--- config.mk ---
export PLATFORM = sky130hd
export DESIGN_NAME = mano_control_unit
export DESIGN_NICKNAME = d
export VERILOG_FILES = /design/src/rtl/mano_control_unit.sv
export SDC_FILE = /design/constraint.sdc
export NUM_CORES = 1
export LEC_CHECK = 0
export CORE_UTILIZATION = 34
export DETAILED_ROUTE_END_ITERATION = 12
export HOLD_SLACK_MARGIN = 0.02
export MAX_ROUTING_LAYER = met4
export PLACE_DENSITY = 0.79
export SYNTH_ARGS = -nofsm -noshare
export SYNTH_HDL_FRONTEND = slang
export SYNTH_SLANG_ARGS = --single-unit
--- constraint.sdc ---
create_clock -name clk -period 1.5 [get_ports clk]
set_input_delay 0.15 -clock clk [delete_from_list [all_inputs] [get_ports clk]]
set_output_delay 0.15 -clock clk [all_outputs]
set_load 0.1 [all_outputs]
--- src/rtl/mano_control_unit.sv ---
// Hardwired timing/control unit for the Mano basic computer: sequence counter, run flag, strobe decode.
// Define MANO_IO_EN to add the FGI/FGO interrupt-free I/O instructions (INP, OUT, SKI, SKO).
module mano_control_unit #(
  parameter int unsigned ADDR_W = 12,
  parameter int unsigned WORD_W = 16
) (
  input  logic              clk,
  input  logic              reset_n,
  input  logic              start,
  input  logic [WORD_W-1:0] ir,
  input  logic              dr_zero,
  input  logic              ac_zero,
  input  logic              ac_sign,
  input  logic              e_flag,
`ifdef MANO_IO_EN
  input  logic              fgi,
  input  logic              fgo,
  output logic              outr_ld,
  output logic              fgi_clr,
  output logic              fgo_clr,
`endif
  output logic              ar_ld,
  output logic              ar_inc,
  output logic              ar_clr,
  output logic              pc_ld,
  output logic              pc_inc,
  output logic              pc_clr,
  output logic              dr_ld,
  output logic              dr_inc,
  output logic              dr_clr,
  output logic              ac_ld,
  output logic              ac_inc,
  output logic              ac_clr,
  output logic              ir_ld,
  output logic              tr_ld,
  output logic              e_clr,
  output logic              e_cmp,
  output logic [2:0]        bus_sel,
  output logic [2:0]        alu_op,
  output logic              mem_read,
  output logic              mem_write,
  output logic              run,
  output logic [6:0]        t_state
);

  typedef enum logic [2:0] {
    T0 = 3'd0, T1 = 3'd1, T2 = 3'd2, T3 = 3'd3, T4 = 3'd4, T5 = 3'd5, T6 = 3'd6
  } sc_t;

  typedef enum logic [2:0] {
    BUS_NONE = 3'd0, BUS_AR = 3'd1, BUS_PC = 3'd2, BUS_DR = 3'd3,
    BUS_AC = 3'd4, BUS_IR = 3'd5, BUS_TR = 3'd6, BUS_MEM = 3'd7
  } bus_t;

  typedef enum logic [2:0] {
    ALU_AND = 3'd0, ALU_ADD = 3'd1, ALU_DR = 3'd2, ALU_CMA = 3'd3,
    ALU_CIR = 3'd4, ALU_CIL = 3'd5, ALU_INPR = 3'd6
  } alu_t;

  sc_t  sc, sc_next;
  logic run_next;
  bus_t bus;
  alu_t alu;

  logic              ind;
  logic [2:0]        opc;
  logic [ADDR_W-1:0] rb;

  assign ind = ir[WORD_W-1];
  assign opc = ir[WORD_W-2:ADDR_W];
  assign rb  = ir[ADDR_W-1:0];

  assign bus_sel = bus;
  assign alu_op  = alu;
  assign t_state = 7'd1 << sc;

  always_ff @(posedge clk or negedge reset_n) begin
    if (!reset_n) begin
      sc  <= T0;
      run <= 1'b0;
    end else begin
      sc  <= sc_next;
      run <= run_next;
    end
  end

  always_comb begin
    ar_ld = 1'b0; ar_inc = 1'b0; ar_clr = 1'b0;
    pc_ld = 1'b0; pc_inc = 1'b0; pc_clr = 1'b0;
    dr_ld = 1'b0; dr_inc = 1'b0; dr_clr = 1'b0;
    ac_ld = 1'b0; ac_inc = 1'b0; ac_clr = 1'b0;
    ir_ld = 1'b0; tr_ld = 1'b0; e_clr = 1'b0; e_cmp = 1'b0;
    mem_read = 1'b0; mem_write = 1'b0;
    bus = BUS_NONE;
    alu = ALU_AND;
`ifdef MANO_IO_EN
    outr_ld = 1'b0; fgi_clr = 1'b0; fgo_clr = 1'b0;
`endif
    sc_next  = T0;
    run_next = run;

    if (!run) begin
      run_next = start;
    end else begin
      case (sc)
        T0: begin
          bus = BUS_PC; ar_ld = 1'b1; sc_next = T1;
        end
        T1: begin
          mem_read = 1'b1; bus = BUS_MEM; ir_ld = 1'b1; pc_inc = 1'b1; sc_next = T2;
        end
        T2: begin
          bus = BUS_IR; ar_ld = 1'b1; sc_next = T3;
        end
        T3: begin
          if (opc != 3'd7) begin
            sc_next = T4;
            if (ind) begin
              mem_read = 1'b1; bus = BUS_MEM; ar_ld = 1'b1;
            end
          end else if (!ind) begin
            // AC load sources outrank clear/increment; CMA > CIR > CIL among them
            if (rb[9]) begin
              ac_ld = 1'b1; alu = ALU_CMA;
            end else if (rb[7]) begin
              ac_ld = 1'b1; alu = ALU_CIR;
            end else if (rb[6]) begin
              ac_ld = 1'b1; alu = ALU_CIL;
            end else begin
              ac_clr = rb[11];
              ac_inc = rb[5];
            end
            e_clr  = rb[10];
            e_cmp  = rb[8];
            pc_inc = (rb[4] & ~ac_sign) | (rb[3] & ac_sign) |
                     (rb[2] & ac_zero)  | (rb[1] & ~e_flag);
            if (rb[0]) run_next = 1'b0;
          end else begin
`ifdef MANO_IO_EN
            if (rb[11]) begin
              ac_ld = 1'b1; alu = ALU_INPR; fgi_clr = 1'b1;
            end
            if (rb[10]) begin
              bus = BUS_AC; outr_ld = 1'b1; fgo_clr = 1'b1;
            end
            pc_inc = (rb[9] & fgi) | (rb[8] & fgo);
`endif
          end
        end
        T4: begin
          case (opc)
            3'd0, 3'd1, 3'd2: begin
              mem_read = 1'b1; bus = BUS_MEM; dr_ld = 1'b1; sc_next = T5;
            end
            3'd3: begin
              bus = BUS_AC; mem_write = 1'b1;
            end
            3'd4: begin
              bus = BUS_AR; pc_ld = 1'b1;
            end
            3'd5: begin
              bus = BUS_PC; mem_write = 1'b1; ar_inc = 1'b1; sc_next = T5;
            end
            3'd6: begin
              mem_read = 1'b1; bus = BUS_MEM; dr_ld = 1'b1; sc_next = T5;
            end
            default: ;
          endcase
        end
        T5: begin
          case (opc)
            3'd0, 3'd1, 3'd2: begin
              ac_ld = 1'b1; alu = alu_t'(opc);
            end
            3'd5: begin
              bus = BUS_AR; pc_ld = 1'b1;
            end
            3'd6: begin
              dr_inc = 1'b1; sc_next = T6;
            end
            default: ;
          endcase
        end
        T6: begin
          if (opc == 3'd6) begin
            bus = BUS_DR; mem_write = 1'b1; pc_inc = dr_zero;
          end
        end
        default: ;
      endcase
    end
  end

endmodule

==> results.md, run 1 <==
Run status:
- The flow did not finish.
- The first error in the log reads "[ERROR DPL-0038] Utilization greater than 100%, impossible to legalize".
- It got as far as detailed placement and failed there.

Logic synthesis:
- The share of the yosys chip area belonging to registers is 13.1%.
- Synthesis inferred 4 register bits.
- The netlist uses 37 different library cells.
- A synthesized cell averages 6.79 um^2.
- The number of synthesis warnings is 0.
- In this run the cell area of the synthesized design comes to 767 um^2.
- Synthesis produced 113 cells.

Place:
- The number of I/O port buffers is 50.
- The routability congestion estimate from global placement is 0.990.

Die:
- The number of core rows is 16.
- The initial core utilization is between 30 and 40%.
- The vertical die dimension is 49.5 um.
- In this run the count of I/O pins placed on the die edge is 55.
- The die width is around 50 um.
[synthesized netlist by cell type]
library cell	n	area, um^2
nand2_2	1	6.26
dfrtp_1	4	100
a211oi_1	1	7.51
a311o_1	1	10.0
clkbuf_1	2	7.51
a32oi_1	2	17.5
buf_4	8	60.1
nand2_1	12	45.0
buf_2	4	20.0
a22oi_1	1	7.51
nand3_1	4	20.0
nor4_1	1	6.26
conb_1	1	3.75
and2_1	6	37.5
nand3_2	1	10.0
xor2_1	2	17.5
a221o_1	1	10.0
and3b_1	2	17.5
o31a_1	2	17.5
o31ai_1	1	7.51
o22ai_1	2	12.5
o211a_1	2	20.0
nor2b_1	8	50.1
a31oi_1	2	12.5
nor2_1	10	37.5
a21oi_1	8	40.0
o21ai_0	5	25.0
nand2b_1	3	18.8
a221oi_1	1	8.76
nor2_2	1	6.26
mux2_2	2	22.5
nor3_1	2	10.0
nand3b_1	1	7.51
o32ai_1	1	8.76
nor4_4	1	21.3
and3_1	4	25.0
inv_1	3	11.3
[per-stage QoR]
step,cell area [um^2],std cells,setup TNS (ns)
after floorplan,1030,116,-6.48
after global placement,2050,221,-6.26
[cells by family after synthesis]
| group | synth area share (%) |
|---|---|
| other | 0.489 |
| XOR/XNOR | 2.28 |
| AND/OR/NAND/NOR | 41.6 |
| AO/OA/AOI/OAI | 26.8 |
| multiplexers | 2.94 |
| flip-flops | 13.1 |
| buffers and inverters | 12.9 |
==> run 2: changes to the inputs <==
Settings changed: CORE_AREA set to 2 2 63 65, CORE_UTILIZATION 34 to not set, DIE_AREA set to 0 0 65 67, HOLD_SLACK_MARGIN 0.02 to not set, MAX_ROUTING_LAYER met4 to not set, PLACE_DENSITY 0.79 to not set, PLACE_DENSITY_LB_ADDON set to 0.15.
==> run 2 against run 1 <==
Effect of this change: synthesized area unchanged; synthesized cell count unchanged; the flow now finishes, with violations (negative setup slack).
==> results.md, run 2 <==
Run status:
- The flow ran to the end, but the final reports show violations.
- The final reports fail on negative setup slack.

Worst setup path:
- The data required time at the worst endpoint is 1.35 ns.
- Walking the worst path, the cells encountered are nor4_4 > and3b_2 > and3_4 > buf_12.
- In this run the worst setup path begins at sc[2]$_DFF_PN0_.
- STA classifies the critical path endpoint as an output port.
- The worst setup path is of the reg2out kind.
- Grouping stages by cell kind, the critical path spends the most delay in simple AND/OR/NAND/NOR gates.
- The buffering stage count on the worst path with inverters included is 1.
- The largest fanout on the critical path is 6.
- The arrival time of the worst setup path is 1.68 ns.
- Among all stages on the critical path, the largest delay is contributed by dfrtp_2.
- The critical path startpoint category is a register.
- The stage delay of the slowest cell on the critical path is 0.45 ns.
- The startpoint identified for the worst register-to-register timing path is sc[1]$_DFF_PN0_.

Logic synthesis:
- Sorting the synthesized cells by how often they occur yields 12 x nand2_1, 10 x nor2_1, 8 x a21oi_1, 8 x buf_4, 8 x nor2b_1.
- The number of synthesis warnings was 0 (unchanged).
- The top flip-flop cell by instance count after synthesis is dfrtp_1.
- The mapped cell area is 767 um^2 (unchanged).
- Sorting the synthesized cells by area gives the leading types as dfrtp_1 13%, buf_4 7.8%, nor2b_1 6.5%, nand2_1 5.9%, a21oi_1 5.2%.
- The biggest area contributor in the post-synthesis netlist is dfrtp_1.
- The share of the yosys chip area belonging to registers is 13.1% (unchanged).
- The area share of the largest cell type after synthesis is 13.1% (unchanged).
- The number of enable flip-flop cells after synthesis is 0 (unchanged).
- The post-synthesis sequential element count was 4 (unchanged).
- The number of distinct library cell variants in the gate-level netlist after synthesis was 37 (unchanged).
- nand2_1 is the most common cell in the netlist.
- The mean instance size in the synthesized netlist was 6.79 um^2 (unchanged).
- The share of flip-flops with an asynchronous set or reset after synthesis is 100% (unchanged).
- The gate count of the mapped netlist is 113 (unchanged).

Power:
- The maximum resistive drop on vdd is 2320 uV.
- Summed over all nets, the switching power comes to 2720 uW.
- The combinational group share of total power is between 90% and 100%.
- The areal power density over the cells is 2050 mW/mm^2.
- The clock network burns 4.8% of the power.
- The analysis attributes to cell leakage a power of 0.000953 uW.
- The internal portion of the total power is approximately 2200 uW.
- Net switching is 55.4% of the power.
- The share of total power dissipated in sequential elements is 4.0%.

Clock tree:
- For this design, the sink count on the clock tree is 4.
- The number of buffers added to fix hold violations after cts is 0.
- In this run the number of H-tree levels came out at 1.
- The CTS tree is yes.
- In this run the deepest clock path goes through 2 buffers.
- Clock tree synthesis selected as its root buffer the cell clkbuf_8.
- Clock-pin slew was measured on the worst setup and hold paths at 0.03 ns.
- The number of buffers added by the clock tree synthesis step is 3.
- The later-pin clock latency in the skew report is 0.22 ns.

Layout:
- The filler cells instantiated in the layout total 286.
- In the final layout, the share of cells above drive strength 1 is between 60% and 70%.
- Counting flops per register, the top entry is sc.
- The area growth from synthesis to layout is 211%.
- The final core utilization is roughly two thirds.
- Leaving out fill and tap cells, the most frequent cells in the layout are 32 x buf_4, 28 x buf_12, 19 x clkdlybuf4s50_1.
- The post-route non-filler standard cell count is 255.
- In the final layout, the registers with the most flip-flops are sc (3), run (1).
- The repair_antennas step left the layout with diodes totalling 0.
- The library cell used most frequently in the layout, excluding fill and tap cells, is buf_4.
- The number of flip-flops under the largest register name is 3.
- The count of nets after finishing is 231.

STA:
- Setup repair after global routing could not meet its margin everywhere.
- Setup slack on the critical path of the routed design comes to -0.329 ns.
- The total count of hold-check failures in the final report is 0.
- The final worst clock skew is 0.00100 ns.
- For this run, the top clock speed supported by timing is 0.547 GHz.
- Setup violations remaining at the end of the flow were counted as 25.
- The max-slew violation count is 0.
- The final worst-path cycle share is 122%.
- After layout, the minimum clock period comes to 1.83 ns.

Die:
- The die width was 65 um (+31%).
- The die footprint is 0.00436 mm^2.
- The initial core utilization is 21.3% (-16 points).
- The vertical die dimension came to 67 um (+35%).
- In this run the standard cell core region covers 0.00361 mm^2.
- The top-level port count is 55 (unchanged).
- The number of core rows is 22 (+6).

Detailed routing:
- The remaining routing DRC violations is 0.
- The violation count after the first detailed-routing iteration is 35.
- The total detailed-routing wirelength is 3510 um.
- Summing over every cut layer, the via total after detailed routing is roughly 1200.
- The routed wirelength normalized by instance count is roughly 14 um.
- Once detail routing completed, the nets flagged for antenna violations numbered 0.
- The first detailed-routing pass took 4 iterations.
- Dividing the detail-routed via count by the number of cells gives 4.73.

GRT:
- The first global-routing pass estimated 5820 um of wire.
- The overall track demand over capacity in global routing is 16.8%.
- The via count of the first global-routing pass is 1253.
- After global routing the overflow that remains totals 0.
- Entering global routing, the biggest net connects 11 pins.
- The number of antenna violations at the first check in global routing is 0.

Place:
- The number of I/O port buffers is 50 (unchanged).
- At the placement stage, the worst setup path has a slack of -0.416 ns.
- Summed over all nets, the half-perimeter wirelength after detailed placement is roughly 2700 um.
- The cell count after placement is 240.
- The routability congestion estimate from global placement is 0.874 (-12%).

Job:
- The count of maximum capacitance violations is 0.

Min path:
- The tightest min-delay check is of the in2async type.
==> run 2: cell counts after synthesis <==
Identical to the previous run, type by type.
==> run 2: metrics by stage <==
step,setup TNS (ns),hold slack (ns),power (uW),instance area [um^2]
after floorplan,-6.48,-0.146,2700,1030
after detailed placement,-6.20,0.356,4100,2060
after global routing,-7.06,0.134,5090,2390
after CTS,-5.21,0.126,4700,2270
final,-5.20,0.128,4910,2390
after global placement,-6.07,0.352,4080,2060
==> run 2: final cells by class <==
type,instances,area [um^2],share of cell area [%]
Clock buffer,4,45.0,1.89
Sequential cell,4,105,4.40
Tap cell,48,60.1,2.51
Inverter,3,22.5,0.943
Multi-Input combinational cell,95,917,38.4
Timing Repair Buffer,101,1240,51.9
==> run 2: worst reg2reg max path: stages, from the launching register on <==
cell and delay, ns:
dfrtp_1 0.41, buf_6 0.16, nor2_4 0.15, nand2_4 0.08, buf_6 0.13, buf_6 0.11
buf_6 0.11, o22ai_2 0.08, and2_1 0.13
==> run 2: final timing paths <==
check	end	slack [ns]	depth (start not counted)
max	ac_clr	-0.33	4
min	run$_DFF_PN0_	0.13	1
max reg2reg	sc[0]$_DFF_PN0_	0.09	8
min reg2reg	run$_DFF_PN0_	0.78	2
max in group asynchronous	run$_DFF_PN0_	1.20	1
min in group clk	run$_DFF_PN0_	0.51	3
==> run 2: metal layers <==
metal	wire length (um)	part of all wire, %	vias to the layer above	global-route usage [%]
met5	0	0	-	0
met4	63	1.8	0	6.38
met3	269	7.7	6	2.87
met1	1430	41	556	20.1
li1	-	-	584	-
met2	1740	50	59	30.0
==> run 2: logic make-up after synthesis <==
| kind of cell | synth area share, % |
|---|---|
| simple gates | 41.6 |
| compound gates | 26.8 |
| buf+inv | 12.9 |
| flops | 13.1 |
| xor+xnor | 2.28 |
| mux | 2.94 |
| other cells | 0.489 |
==> run 2: repair_timing <==
action | 4_1_cts | 5_1_grt
pin swaps | 15 | 8
setup buffers | 6 | 7
setup endpoints to repair | 27 | 27
gates resized for setup | 38 | 18
gates cloned | 0 | 0
==> run 2: power by group through the flow <==
| stage | Combinational [uW] | Sequential [uW] | Clock, uW |
|---|---|---|---|
| final | 4470 | 199 | 237 |
| after global routing | 4630 | 208 | 254 |
| after CTS | 4250 | 200 | 243 |
| after detailed placement | 3910 | 193 | 0 |
| after global placement | 3890 | 193 | 0 |
| after floorplan | 2510 | 185 | 0 |
No activity file was read; power rests on OpenSTA's default activity.
==> run 3: changes to the inputs <==
Settings changed: CTS_BUF_LIST set to sky130_fd_sc_hd__clkbuf_8 sky130_fd_sc_hd__clkbuf_16, PLACE_DENSITY set to 0.54, PLACE_DENSITY_LB_ADDON 0.15 to not set.
==> run 3 against run 2 <==
Effect of this change: largest cell class unchanged; the run still ends with negative setup slack left; count of clock-buffer cells in the layout down 1; via count down 0.66%; routed wire length up 6.0%; sequential power up 3%; global-route usage down 0.52 points.
==> results.md, run 3 (synthesis gave the netlist of run 2 again) <==
Job:
- The count of maximum capacitance violations is 0 (unchanged).

GRT:
- The first-pass GRT wire length is 5650 um (-2.8%).
- The overall track demand over capacity in global routing came to 16.3% (-0.52 points).
- The largest net degree at the start of global routing is 13 (+2).
- The residual overflow from global routing is 0 (unchanged).
- The number of antenna violations at the first check in global routing is 0 (unchanged).
- The via count of the first global-routing pass came to 1187 (-5.3%).

STA:
- The final worst-path cycle share is 123% (+1.5 points).
- The final worst clock skew was 0.00701 ns (+0.00601 ns).
- Setup repair after global routing could not meet its margin everywhere.
- The total count of hold-check failures in the final report is 0 (unchanged).
- The total of endpoints with negative setup slack in the final report is 25 (unchanged).
- The shortest clock period the worst path allows after layout is 1.85 ns (+0.0219 ns).
- The setup slack of the critical path after layout is -0.351 ns (-0.0219 ns).
- The maximum achievable frequency is 0.540 GHz (-1.2%).
- The max-slew violation count is 0 (unchanged).

Die:
- The die width was 65 um (unchanged).
- The total core area is 0.00361 mm^2 (unchanged).
- The number of core rows is 22 (unchanged).
- The initial core utilization is 21.3% (unchanged).
- The vertical die dimension was 67 um (unchanged).
- The top-level port count is 55 (unchanged).
- The die footprint is 0.00436 mm^2 (unchanged).

Layout:
- The fraction of final layout cells sized beyond drive strength 1 came to 69.5% (+2.3 points).
- The largest registers in the layout are sc (3), run (1).
- The final core utilization is 67.9% (+1.6 points).
- The count of nets after finishing was 237 (+2.6%).
- The top cell types in the final layout, fill and taps aside, are 39 x buf_4, 30 x buf_12, 18 x clkdlybuf4s50_1.
- The register with the highest flop count is sc.
- Leaving out fill and tap cells, the most frequent cell in the layout is buf_4.
- The number of flip-flops under the largest register name is 3 (unchanged).
- The number of diodes is 0 (unchanged).
- The final instance area is 0.00245 mm^2 (+2.5%).
- The area growth from synthesis to layout is 219%.
- The count of fill cells added during filler insertion is 281 (-1.7%).

Power:
- The areal power density over the cells is 2060 mW/mm^2 (+0.43%).
- The maximum resistive drop on vdd came to 1730 uV (-25%).
- The static power due to leakage is 0.000994 uW (+4.3%).

Worst setup path:
- The largest fanout on the critical path is 6 (unchanged).
- The class of the most critical setup path is reg2out.
- The critical path startpoint category is a register.
- STA classifies the critical path endpoint as an output port.
- The data required time at the worst endpoint is 1.35 ns (about the same).
- The arrival time of the worst setup path is 1.70 ns (+0.02 ns).

Clock tree:
- The number of sinks handled by clock tree synthesis was 4 (unchanged).
- The maximum number of buffers from clock root to sink is 2 (unchanged).
- The count of H-tree levels built during CTS came to 1 (unchanged).
- The later-pin clock latency in the skew report is 0.22 ns (about the same).
- The CTS tree is yes.
- Clock tree synthesis selected as its root buffer the cell clkbuf_8.
- The clock edge transition at the registers on the reported setup and hold paths is 0.04 ns (about the same).
- The number of buffers added by the clock tree synthesis step came to 3 (unchanged).

Detailed routing:
- The remaining routing DRC violations is 0 (unchanged).
- The number of antenna-violating nets in the routed design came to 0 (unchanged).
- The total detailed-routing wirelength was 3720 um (+6.0%).
- The violation count after the first detailed-routing iteration is 20 (-43%).
- The routed via count came to 1197 (-0.66%).
- The routed wirelength normalized by instance count was 14.3 um (+3.6%).
- The average via count per standard cell came to 4.59 (-2.9%).
- The number of optimization iterations in the first detailed-route pass came to 3 (-1).

Place:
- The routability congestion estimate from global placement is 0.817 (-6.5%).
- The detailed-placement wirelength estimate is 2770 um (+4.5%).
- The number of I/O port buffers is 50 (unchanged).
- The area of placed instances is 0.00209 mm^2 (+1.7%).

Run status:
- The run finished, with violations left.
- The final reports fail on negative setup slack.

Min path:
- The path class of the lowest-slack min-delay path is in2async.
run 3: cell type report:
cell class | count | area (um^2) | share of cell area (%)
Timing Repair Buffer | 107 | 1310 | 53.4
Multi-Input combinational cell | 95 | 912 | 37.3
Sequential cell | 4 | 106 | 4.35
Tap cell | 48 | 60.1 | 2.45
Clock buffer | 3 | 41.3 | 1.69
Inverter | 3 | 17.5 | 0.716
Clock inverter | 1 | 3.75 | 0.153
run 3: where the power goes:
part           leakage [uW]  switching, uW  internal (uW)
Clock             0.0000269           60.1            175
Sequential        0.0000438           53.5            151
Combinational      0.000923           2630           1990
run 3: layer usage:
layer	GRT usage, %	vias up	routed length (um)
met3	2.53	0	205
met5	0	-	0
met1	20.7	560	1600
met4	2.39	0	0
li1	-	595	-
met2	29.5	42	1920
run 3: timing repair:
action                                  CTS  global route
resized for setup                        14            38
endpoints found under the hold margin     0             0
pin swaps                                 6            14
gates cloned                              0             1
endpoints found under the setup margin   26            26
hold buffers                              0             0
buffers inserted                          4            11
run 3: path summary, 6_finish.rpt:
check	startpoint	end	slack [ns]	cells after the start
hold reg to reg	run$_DFF_PN0_	run$_DFF_PN0_	0.73	2
hold / removal	reset_n	run$_DFF_PN0_	0.14	1
max in group asynchronous	reset_n	sc[2]$_DFF_PN0_	1.15	1
min in group clk	ir[0]	run$_DFF_PN0_	0.51	2
setup reg to reg	sc[2]$_DFF_PN0_	sc[1]$_DFF_PN0_	0.03	7
setup / recovery	sc[2]$_DFF_PN0_	ac_clr	-0.35	5
run 3: metrics by stage:
step / hold slack, ns / instances / TNS, ns / worst slack, ns / total power (uW)
2_1_floorplan: -0.146 / 116 / -6.48 / -0.562 / 2700
6_report: 0.143 / 261 / -5.59 / -0.351 / 5050
3_5_place_dp: 0.364 / 243 / -7.21 / -0.475 / 4180
5_1_grt: 0.153 / 261 / -6.94 / -0.408 / 5240
4_1_cts: 0.141 / 251 / -6.00 / -0.350 / 4600
3_3_place_gp: 0.358 / 243 / -6.52 / -0.426 / 4160
run 3: worst max-delay path, stage by stage, from the launching register on:
cell,delay [ns]
dfrtp_2,0.45
nor4_4,0.27
buf_4,0.19
and3b_2,0.21
and3_4,0.20
buf_12,0.17
